**config.mk**
```make
export PLATFORM = sky130hd
export DESIGN_NAME = fft_spectrum_analyzer
export DESIGN_NICKNAME = d
export VERILOG_FILES = /design/src/rtl/fft_spectrum_pkg.sv /design/src/rtl/spectrum_mag_sq.sv /design/src/rtl/fft_spectrum_analyzer.sv
export SDC_FILE = /design/constraint.sdc
export NUM_CORES = 2
export LEC_CHECK = 0
export CAP_MARGIN = 20
export CORE_MARGIN = 2
export CORE_UTILIZATION = 55
export DETAILED_ROUTE_END_ITERATION = 10
export GPL_TIMING_DRIVEN = 0
export HOLD_SLACK_MARGIN = 0.02
export PLACE_DENSITY = 0.88
export SLEW_MARGIN = 20
export SYNTH_ARGS = -nofsm -noshare
export SYNTH_HDL_FRONTEND = slang
export SYNTH_HIERARCHICAL = 1
export SYNTH_SLANG_ARGS = --single-unit
```
**constraint.sdc**
```tcl
create_clock -name clk -period 7.4 [get_ports clk]
set_input_delay 1.48 -clock clk [delete_from_list [all_inputs] [get_ports clk]]
set_output_delay 1.48 -clock clk [all_outputs]
set_load 0.1 [all_outputs]
```
**src/rtl/fft_spectrum_pkg.sv**
```systemverilog
// Shared state type, pipeline depth and width helpers for the FFT spectrum post-processor.
package fft_spectrum_pkg;

   typedef enum logic [1:0] {
      COLLECT,
      DRAIN,
      PRESENT
   } spec_state_t;

   localparam int PIPE_DEPTH = 3;

   function automatic int mag_width(input int dw);
      return 2 * dw;
   endfunction

   function automatic int bin_width(input int n);
      return $clog2(n);
   endfunction

endpackage

```
**src/rtl/spectrum_mag_sq.sv**
```systemverilog
// Two-stage |X|^2 pipeline: S1 squares re/im, S2 sums them; bin index rides along as a sideband.
module spectrum_mag_sq
   import fft_spectrum_pkg::*;
#(
   parameter int DATA_WIDTH = 18,
   parameter int BIN_WIDTH  = 8
) (
   input  logic                                clk,
   input  logic                                resetb,
   input  logic                                in_valid,
   input  logic signed [DATA_WIDTH-1:0]        re,
   input  logic signed [DATA_WIDTH-1:0]        im,
   input  logic [BIN_WIDTH-1:0]                in_bin,
   output logic                                mag_valid,
   output logic [mag_width(DATA_WIDTH)-1:0]    mag,
   output logic [BIN_WIDTH-1:0]                mag_bin
);
   localparam int MW = mag_width(DATA_WIDTH);

   logic signed [MW-1:0] re_prod;
   logic signed [MW-1:0] im_prod;
   logic [MW-1:0]        re_sq;
   logic [MW-1:0]        im_sq;
   logic                 s1_valid;
   logic [BIN_WIDTH-1:0] s1_bin;

   // A square of a signed value is never negative, so the sign bit is always clear.
   assign re_prod = re * re;
   assign im_prod = im * im;

   always_ff @(posedge clk or negedge resetb) begin
      if (!resetb) begin
         s1_valid  <= 1'b0;
         s1_bin    <= '0;
         re_sq     <= '0;
         im_sq     <= '0;
         mag_valid <= 1'b0;
         mag_bin   <= '0;
         mag       <= '0;
      end else begin
         s1_valid  <= in_valid;
         mag_valid <= s1_valid;
         if (in_valid) begin
            re_sq  <= $unsigned(re_prod);
            im_sq  <= $unsigned(im_prod);
            s1_bin <= in_bin;
         end
         if (s1_valid) begin
            mag     <= re_sq + im_sq;
            mag_bin <= s1_bin;
         end
      end
   end

endmodule

```
**src/rtl/fft_spectrum_analyzer.sv**
```systemverilog
// Per-frame peak search, band energies and threshold flags over the positive half of an FFT frame.
// Optional SPECTRUM_DC_SKIP_EN excludes bin 0 from the peak search and band 0's energy.
module fft_spectrum_analyzer
   import fft_spectrum_pkg::*;
#(
   parameter int DATA_WIDTH = 18,
   parameter int FFT_SIZE   = 256,
   parameter int NUM_BANDS  = 6,
   parameter int ACC_WIDTH  = 48
) (
   input  logic                               clk,
   input  logic                               resetb,
   input  logic signed [DATA_WIDTH-1:0]       bin_real_i,
   input  logic signed [DATA_WIDTH-1:0]       bin_imag_i,
   input  logic                               bin_valid_i,
   output logic                               bin_ready_o,
   input  logic [ACC_WIDTH-1:0]               threshold_i,
   output logic                               frame_valid_o,
   input  logic                               frame_ready_i,
   output logic [bin_width(FFT_SIZE)-1:0]     peak_bin_o,
   output logic [mag_width(DATA_WIDTH)-1:0]   peak_mag_o,
   output logic [NUM_BANDS*ACC_WIDTH-1:0]     band_energy_o,
   output logic [NUM_BANDS-1:0]               band_level_o,
   output logic [NUM_BANDS-1:0]               band_sat_o
);
   localparam int BW        = bin_width(FFT_SIZE);
   localparam int MW        = mag_width(DATA_WIDTH);
   localparam int HALF      = FFT_SIZE / 2;
   localparam int BAND_BINS = HALF / NUM_BANDS;
   localparam int BAND_IW   = (NUM_BANDS > 1) ? $clog2(NUM_BANDS) : 1;
   localparam int DCW       = $clog2(PIPE_DEPTH + 1);

   localparam logic [BW-1:0]      LAST_BIN   = BW'(FFT_SIZE - 1);
   localparam logic [BW-1:0]      HALF_BIN   = BW'(HALF);
   localparam logic [BW-1:0]      BAND_LAST  = BW'(BAND_BINS - 1);
   localparam logic [BAND_IW-1:0] LAST_BAND  = BAND_IW'(NUM_BANDS - 1);
   localparam logic [DCW-1:0]     DRAIN_LAST = DCW'(PIPE_DEPTH);

   spec_state_t          state;
   spec_state_t          next_state;
   logic [DCW-1:0]       drain_cnt;
   logic [BW-1:0]        bin_cnt;
   logic                 bin_fire;
   logic                 frame_fire;
   logic                 drain_done;

   logic                 mag_valid;
   logic [MW-1:0]        mag;
   logic [BW-1:0]        mag_bin;
   logic                 take;
   logic [BAND_IW-1:0]   band_idx;
   logic [BW-1:0]        band_ofs;
   logic [ACC_WIDTH-1:0] acc [NUM_BANDS];
   logic [ACC_WIDTH:0]   acc_sum;
   logic [MW-1:0]        peak_mag;
   logic [BW-1:0]        peak_bin;
   logic [NUM_BANDS-1:0] level;
   logic [NUM_BANDS-1:0] sat;

   always_comb begin
      next_state    = state;
      bin_ready_o   = 1'b0;
      frame_valid_o = 1'b0;
      case (state)
         COLLECT: begin
            bin_ready_o = 1'b1;
            if (bin_valid_i && bin_cnt == LAST_BIN) next_state = DRAIN;
         end
         DRAIN: begin
            if (drain_cnt == DRAIN_LAST) next_state = PRESENT;
         end
         PRESENT: begin
            frame_valid_o = 1'b1;
            if (frame_ready_i) next_state = COLLECT;
         end
         default: next_state = COLLECT;
      endcase
   end

   assign bin_fire   = bin_valid_i && bin_ready_o;
   assign frame_fire = frame_valid_o && frame_ready_i;
   assign drain_done = (state == DRAIN) && (drain_cnt == DRAIN_LAST);

   always_ff @(posedge clk or negedge resetb) begin
      if (!resetb) begin
         state     <= COLLECT;
         bin_cnt   <= '0;
         drain_cnt <= '0;
      end else begin
         state     <= next_state;
         drain_cnt <= (state == DRAIN) ? drain_cnt + 1'b1 : '0;
         if (bin_fire) bin_cnt <= bin_cnt + 1'b1;
      end
   end

   spectrum_mag_sq #(
      .DATA_WIDTH(DATA_WIDTH),
      .BIN_WIDTH (BW)
   ) u_mag_sq (
      .clk      (clk),
      .resetb   (resetb),
      .in_valid (bin_fire && (bin_cnt < HALF_BIN)),
      .re       (bin_real_i),
      .im       (bin_imag_i),
      .in_bin   (bin_cnt),
      .mag_valid(mag_valid),
      .mag      (mag),
      .mag_bin  (mag_bin)
   );

`ifdef SPECTRUM_DC_SKIP_EN
   assign take = mag_valid && (mag_bin != '0);
`else
   assign take = mag_valid;
`endif

   assign acc_sum = {1'b0, acc[band_idx]} + {{(ACC_WIDTH + 1 - MW){1'b0}}, mag};

   // Band counters advance for every in-window bin (even a skipped DC bin) so bands stay aligned.
   always_ff @(posedge clk or negedge resetb) begin
      if (!resetb) begin
         band_idx <= '0;
         band_ofs <= '0;
         peak_mag <= '0;
         peak_bin <= '0;
         sat      <= '0;
         for (int k = 0; k < NUM_BANDS; k++) acc[k] <= '0;
      end else if (frame_fire) begin
         band_idx <= '0;
         band_ofs <= '0;
         peak_mag <= '0;
         peak_bin <= '0;
         sat      <= '0;
         for (int k = 0; k < NUM_BANDS; k++) acc[k] <= '0;
      end else if (mag_valid) begin
         if (band_ofs == BAND_LAST && band_idx != LAST_BAND) begin
            band_idx <= band_idx + 1'b1;
            band_ofs <= '0;
         end else begin
            band_ofs <= band_ofs + 1'b1;
         end
         if (take) begin
            if (acc_sum[ACC_WIDTH]) begin
               acc[band_idx] <= '1;
               sat[band_idx] <= 1'b1;
            end else begin
               acc[band_idx] <= acc_sum[ACC_WIDTH-1:0];
            end
            if (mag > peak_mag) begin
               peak_mag <= mag;
               peak_bin <= mag_bin;
            end
         end
      end
   end

   always_ff @(posedge clk or negedge resetb) begin
      if (!resetb) begin
         level <= '0;
      end else if (frame_fire) begin
         level <= '0;
      end else if (drain_done) begin
         for (int k = 0; k < NUM_BANDS; k++) level[k] <= (acc[k] >= threshold_i);
      end
   end

   always_comb begin
      band_energy_o = '0;
      for (int k = 0; k < NUM_BANDS; k++) band_energy_o[k*ACC_WIDTH +: ACC_WIDTH] = acc[k];
   end

   assign peak_bin_o   = peak_bin;
   assign peak_mag_o   = peak_mag;
   assign band_level_o = level;
   assign band_sat_o   = sat;

endmodule
```
======== Word-level counts from Yosys, hierarchy flattened ========
Cells that the tools add are included.
word-level totals
  register bits after elaboration ......... 493
  input bits .............................. 88
  output and inout port bits .............. 346
  word-level logic and storage cells ...... 107
operators by class
  add/sub/neg operators ................... 6
  multiply operators ...................... 2
  order comparisons ....................... 12
  equal/unequal tests ..................... 9
  mux-type cells .......................... 35
  bitwise operators ....................... 3
  reduce and logical (&&, ||, !) cells .... 18
operators with widths
  kind                                                              number
  288-bit 2-to-1 mux                                                3
  288-bit bitwise mux                                               1
  48-bit >= comparator                                              6
  288-bit OR                                                        1
  48-bit binary-select mux with 3-bit select                        1
  48-bit demux with 3-bit select                                    1
  48-bit 2-to-1 mux                                                 3
  36-bit 2-to-1 mux                                                 3
  18-bit by 18-bit multiplier with 36-bit output                    2
  48-bit by 36-bit adder with 49-bit output                         1
  8-bit 2-to-1 mux                                                  6
  36-bit adder                                                      1
  36-bit > comparator                                               1
  6-bit 2-to-1 mux                                                  5
  8-bit by 1-bit adder with 8-bit output (second input constant)    2
  2-bit nonzero test                                                5
  3-bit 2-to-1 mux                                                  3
  8-bit by 5-bit == test with 1-bit output (second input constant)  1
  8-bit == test (second input constant)                             1
  1-bit logical AND                                                 8
  8-bit less-than comparator (second input constant)                1
  2-bit 2-to-1 mux                                                  4
  6-bit OR                                                          1
  2-bit case mux with 3 select lines                                1
  other kinds (17)                                                  23

======== Logic depth before layout (Yosys ltp) ========
  word-level depth ........................ 9
  gate-level depth with buffers ........... 25
  depth with buffers taken out ............ 23

======== Modules after synthesis ========
The synthesis kept the hierarchy.
modules (own cells, without submodules)
  module                 times used  cells each  area each (um^2)  sequential area each (um^2)
  spectrum_mag_sq        1           2999        28329.7           3103.0
  fft_spectrum_analyzer  1           2950        26166.3           9183.8

======== Worst setup path after synthesis ========
OpenSTA, ideal clock, no wires.
  path type ............................... input port to flip-flop
  start point ............................. input port bin_real_i[16]
  end point ............................... register u_mag_sq.re_sq[34]
  setup time .............................. 0.071 ns
  arrival time ............................ 7.527 ns
  required time ........................... 7.329 ns
  path slack .............................. -0.198 ns
  stages .................................. 22
  buffers on the path ..................... 3
  cell sequence ........................... clkbuf_1 -> clkbuf_1 -> nand2_1 -> fa_1 -> inv_1 -> fa_1 -> fa_1 -> fa_1 -> fa_1 -> inv_1 -> fa_1 -> inv_1 -> ha_1 -> clkbuf_2 -> and4_1 -> and4_1 -> a32oi_1 -> nand3b_2 -> a2111oi_2 -> o22ai_1 -> or3_1 -> nand4_1
on the way
  cells in the longest elaborated chain, start to end .. 1
RTL lines
  element                                         line                         source
  start, declared                                 fft_spectrum_analyzer.sv:13  input logic signed [DATA_WIDTH-1:0] bin_real_i,
  18-bit by 18-bit multiplier with 36-bit output  spectrum_mag_sq.sv:28        assign re_prod = re * re;
  end signal, assigned                            spectrum_mag_sq.sv:44        re_sq <= $unsigned(re_prod);
  end, declared                                   spectrum_mag_sq.sv:22        logic [MW-1:0] re_sq;
No other way between the ends.
A chain may end at the register's enable or synchronous reset.

======== Worst setup path after layout ========
  start point ............................. register band_idx[0]
  end point ............................... register acc, in the netlist band_energy_o[286]
on the way
  cells in the longest elaborated chain, start to end .. 9
  elaborated cells on any way between the ends .. 15
  classes of those cells .................. 1 x add/sub; 2 x order compare; 9 x mux; 2 x bitwise; 1 x reduce/logical
RTL lines
  element                                                                                      line                                                                                      source
  start, declared                                                                              fft_spectrum_analyzer.sv:51                                                               logic [BAND_IW-1:0] band_idx;
  start signal, assigned                                                                       fft_spectrum_analyzer.sv:137                                                              band_idx <= band_idx + 1'b1;
  3-bit NOT with 4-bit output (not written as such) (*)                                        fft_spectrum_analyzer.sv:117, fft_spectrum_analyzer.sv:144, fft_spectrum_analyzer.sv:147
  48-bit binary-select mux with 3-bit select, or another cell as far along                     fft_spectrum_analyzer.sv:117                                                              assign acc_sum = {1'b0, acc[band_idx]} + {{(ACC_WIDTH + 1 - MW){1'b0}}, mag};
  48-bit 2-to-1 mux (not written as such) or 1-bit logical AND (tied branches)                 fft_spectrum_analyzer.sv:117, fft_spectrum_analyzer.sv:144, fft_spectrum_analyzer.sv:147
  48-bit 2-to-1 mux, on equally long branches                                                  fft_spectrum_analyzer.sv:117, fft_spectrum_analyzer.sv:144, fft_spectrum_analyzer.sv:147
  48-bit by 36-bit adder with 49-bit output or 48-bit demux with 3-bit select (tied branches)  fft_spectrum_analyzer.sv:117, fft_spectrum_analyzer.sv:144, fft_spectrum_analyzer.sv:147
  288-bit bitwise mux or 288-bit OR (tied branches)                                            --
  288-bit 2-to-1 mux (*)                                                                       fft_spectrum_analyzer.sv:143                                                              if (acc_sum[ACC_WIDTH]) begin
  288-bit 2-to-1 mux (*)                                                                       fft_spectrum_analyzer.sv:135                                                              end else if (mag_valid) begin
  288-bit 2-to-1 mux (*)                                                                       fft_spectrum_analyzer.sv:128                                                              end else if (frame_fire) begin
  end signal, assigned by index                                                                fft_spectrum_analyzer.sv:147                                                              acc[band_idx] <= acc_sum[ACC_WIDTH-1:0];
  end, declared                                                                                fft_spectrum_analyzer.sv:53                                                               logic [ACC_WIDTH-1:0] acc [NUM_BANDS];
Every way passes the cells marked *; elsewhere a longest branch is shown, timed or not. The select of a mux whose other input is x is not followed.

==> impl_results.md <==
* Worst Setup Start Kind: flip-flop
* Count of flip-flops with a built-in enable after synthesis at 0
* WHS Endpoint: u_mag_sq/mag_valid$_DFF_PN0_
* Arrival time worst endpoint at 7.90 ns
* Via/cell ratio at 6.45
* Clock net sink count at 491
* Clock Pin Slew Worst Setup and Hold Paths at 0.07 ns
* Largest family of logic cells by synthesized area: adder cells
* Worst slew pin tran at 1.25 ns
* Via Count at 50.3k
* Hold path startpoint: u_mag_sq/s1_valid$_DFF_PN0_
* Post-layout util at 64.2%
* Worst Hold Class: flip-flop to flip-flop
* Cells after synthesis at 5949
* Mapped Area at 0.0545 mm2
* Required time worst endpoint at 7.94 ns
* Hold buffer count at cts at 0
* WS Path Type: flip-flop to flip-flop
* Root Buffer Master: clkbuf_16
* Distinct cells, synth at 97
* Outcome: finished, final reports clean
* Grt ovf at 0
* PortBufs at 425
* Post-DP HPWL at 170000 um
* # setup viols final at 0
* Max Cap Viol at 0
* Hold Fails Final Rpt at 0
* CP max stage delay at 0.92 ns
* Syn Nets at 7239
* Routability cong. at 1.09
* Slew HR at 16.8%
* Final nets at 7746
* Die Area at 0.102 mm2
* Maximum clock insertion buffer count at 3
* Worst setup EP type: flip-flop
* Cell Rows at 115
* Chip Width at 319 um
* Critical register-to-register path endpoint: band_energy_o[286]$_DFFE_PN0P_
* Initial antenna violation count at 12
* WHS Path Cells at 0
* Syn-to-layout area delta at 15.7%
* ANT nets after route at 0
* First-pass detailed-route iteration total at 10
* Worst Reg-to-Reg Cells at 20
* Initial DRC count at 6120
* Sequential area share after synthesis at 22.5%
* I/O pin cnt at 434
* Crit-path max FO at 10
* First-pass GRT wire length at 317000 um
* Synth async-reset ratio at 100%
* Wire per inst at 27.5 um
* XOR/XNOR share of the synthesized area at 2.27%
* Crit-path cells: buf_2, buf_6, buf_6, buf_4, buf_1, nor2_1, a221o_1, ha_1, inv_1, fa_1, nand2b_1, a21oi_1, o21ai_0, o21ai_1, a211oi_1, o21a_2, nor2_2, buf_2, nor2_1, a21oi_1
* Warnings, synthesis at 6
* # DRC at 0
* F_max at 136 MHz
* Reg-to-Reg Start: band_idx[0]$_DFFE_PN0P_
* Setup TNS Final at 0 ns
* Predominant post-synthesis flop cell: dfrtp_1
* Layout cells sized above 1 at 6.83%
* Worst-Skew Late Latency at 0.70 ns
* CP max stage cell: buf_1
* Synth Area in Simple Gates at 11.7%
* Slew Limit Fails at 0
* Fillers at 7861
* Initial core utilization at 55.5%
* Post-synthesis compound-gate area fraction at 15.9%
* Core area at 0.0983 mm2
* Final Skew at 0.0940 ns
* TritonCTS clock tree: done
* Post-synthesis mux area share at 3.43%
* Post-layout min period at 7.36 ns
* H-tree lvl count at 2
* Flops & latches, synth at 491
* Mean Syn Cell Area at 9.16 um2
* Total global routing track utilization at 41.7%
* Vias in the first global route at 51.0k
* Pin count of the biggest net entering global routing at 103
* Reg2Reg Setup Slack at 0.04 ns
* Die Y at 319 um
* Fin crit share at 99.5%
* Final WL at 214000 um
* Adder-Cell Fraction of Synth Area at 35.7%
* Clock buffer count from CTS at 55
## how the worst max path moves through the flow
stage,from,to,slack [ns],cells after the start
floorplan,bin_real_i[16],u_mag_sq/re_sq[34]$_DFFE_PN0P_,0.03,22
global placement,resetb,u_mag_sq/re_sq[35]$_DFFE_PN0P_,-16.77,1
detailed placement,bin_imag_i[6],u_mag_sq/im_sq[27]$_DFFE_PN0P_,-1.69,22
CTS,bin_real_i[14],u_mag_sq/re_sq[34]$_DFFE_PN0P_,0.00006,22
global route,bin_imag_i[16],u_mag_sq/im_sq[31]$_DFFE_PN0P_,-0.02,24
finish,band_idx[0]$_DFFE_PN0P_,band_energy_o[286]$_DFFE_PN0P_,0.04,20
## cell usage after synthesis, types with 10 or more instances
cell type,count,area share [%]
or3_1,11,0.13
o211ai_1,37,0.51
xor2_1,35,0.56
fa_1,588,22
a31o_2,18,0.29
buf_2,15,0.14
nor2b_1,64,0.73
and3_1,27,0.31
nor2_1,374,2.6
clkbuf_1,219,1.5
nand3_1,103,0.95
inv_1,951,6.6
o21ai_0,332,3.0
a22oi_1,18,0.25
ha_1,614,14
o21bai_1,14,0.19
a211oi_1,152,2.1
o21a_1,33,0.45
and2_1,94,1.1
a21oi_1,402,3.7
a31oi_1,35,0.40
mux2i_1,67,1.2
dfrtp_1,491,23
nor4_1,10,0.11
nand2b_1,47,0.54
xnor2_1,106,1.7
nand2_1,446,3.1
mux2_2,93,1.9
a221oi_1,11,0.18
o221ai_1,15,0.24
a21o_1,140,1.9
o31ai_1,24,0.33
o22ai_1,29,0.33
nor3_1,47,0.43
buf_1,12,0.083
nand4_1,79,0.91
## per-stage QoR
| step | area (um2) | std cells | hold slack [ns] | setup slack, ns |
|---|---|---|---|---|
| floorplan | 54500 | 5949 | 0.352 | 0.0272 |
| global placement | 60400 | 7661 | 0.357 | -16.77 |
| detailed placement | 60600 | 7671 | 0.365 | -1.69 |
| CTS | 62800 | 7773 | 0.382 | 0.0000622 |
| global route | 63100 | 7785 | 0.394 | -0.0184 |
| finish | 63100 | 7789 | 0.382 | 0.0350 |
## final cells by class
cell class	count	area, um2	share of cell area, %
Inverter	953	3590	5.69
Sequential cell	491	12300	19.5
Timing Repair Buffer	454	4440	7.04
Multi-Input combinational cell	4245	37900	60.0
Clock buffer	78	1590	2.53
Clock inverter	20	295	0.468
Buffer	256	1370	2.17
Tap cell	1287	1610	2.55
Antenna cell	5	12.5	0.0198
## worst max-delay path, delay by kind of cell, from the launching register on
kind                     cells  cell delay, ns
flip-flops                   1            0.39
AND/OR/NAND/NOR              4            1.63
adder cells (fa/ha/maj)      2            0.42
AO/OA/AOI/OAI                7            2.42
buffers and inverters        7            2.28
## sequential cells by signal, indices dropped and copies added, names as in the netlist
signal              flops
band_sat_o              6
band_ofs                8
state                   2
bin_cnt                 8
u_mag_sq/mag_bin        8
band_idx                3
u_mag_sq/im_sq         35
u_mag_sq/mag           36
band_energy_o         288
u_mag_sq/s1_bin         8
peak_bin_o              8
band_level_o            6
u_mag_sq/s1_valid       1
u_mag_sq/mag_valid      1
peak_mag_o             36
u_mag_sq/re_sq         35
drain_cnt               2
## cells by family (layout without fill, tap and decap cells)
group,after synthesis,in the layout
compound gates,1377,1377
buf+inv,1213,1761
fa+ha+maj,1202,1202
xor+xnor,141,141
other cells,0,5
simple gates,1358,1358
mux,167,167
flops,491,491
## repair_timing
| action | CTS | global route |
|---|---|---|
| endpoints found under the hold margin | 0 | 0 |
| pin swaps | 5 | 16 |
| setup buffers | 5 | 11 |
| setup endpoints to repair | 43 | 50 |
| resized for setup | 169 | 130 |
## layout by cell type, fill, tap and decap left out, types with 28 or more instances in the layout
master and n:
inv_1 946, ha_1 604, fa_1 583, dfrtp_1 491
nand2_1 444, a21oi_1 400, clkdlybuf4s50_1 375, nor2_1 370
o21ai_0 325, clkbuf_1 171, a211oi_1 152, a21o_1 140
xnor2_1 106, nand3_1 103, and2_1 94, mux2_2 93
nand4_1 79, mux2i_1 67, nor2b_1 64, clkbuf_16 55
nand2b_1 47, nor3_1 46, buf_2 40, o211ai_1 37
xor2_1 35, buf_4 33, a31oi_1 33, o21a_1 33
clkbuf_2 29, o22ai_1 28
## per-layer routing
metal  up-vias  GRT usage [%]  wire length, um
li1      21100              -                -
met1     24300           46.8            70400
met2      3704           65.8            95700
met3      1128           13.8            26900
met4        14           31.9            20800
met5         -          0.757               86
Power is left out: the tool's default activity adds up to more than one toggle a clock period on the data nets, which glitch-free logic cannot reach.
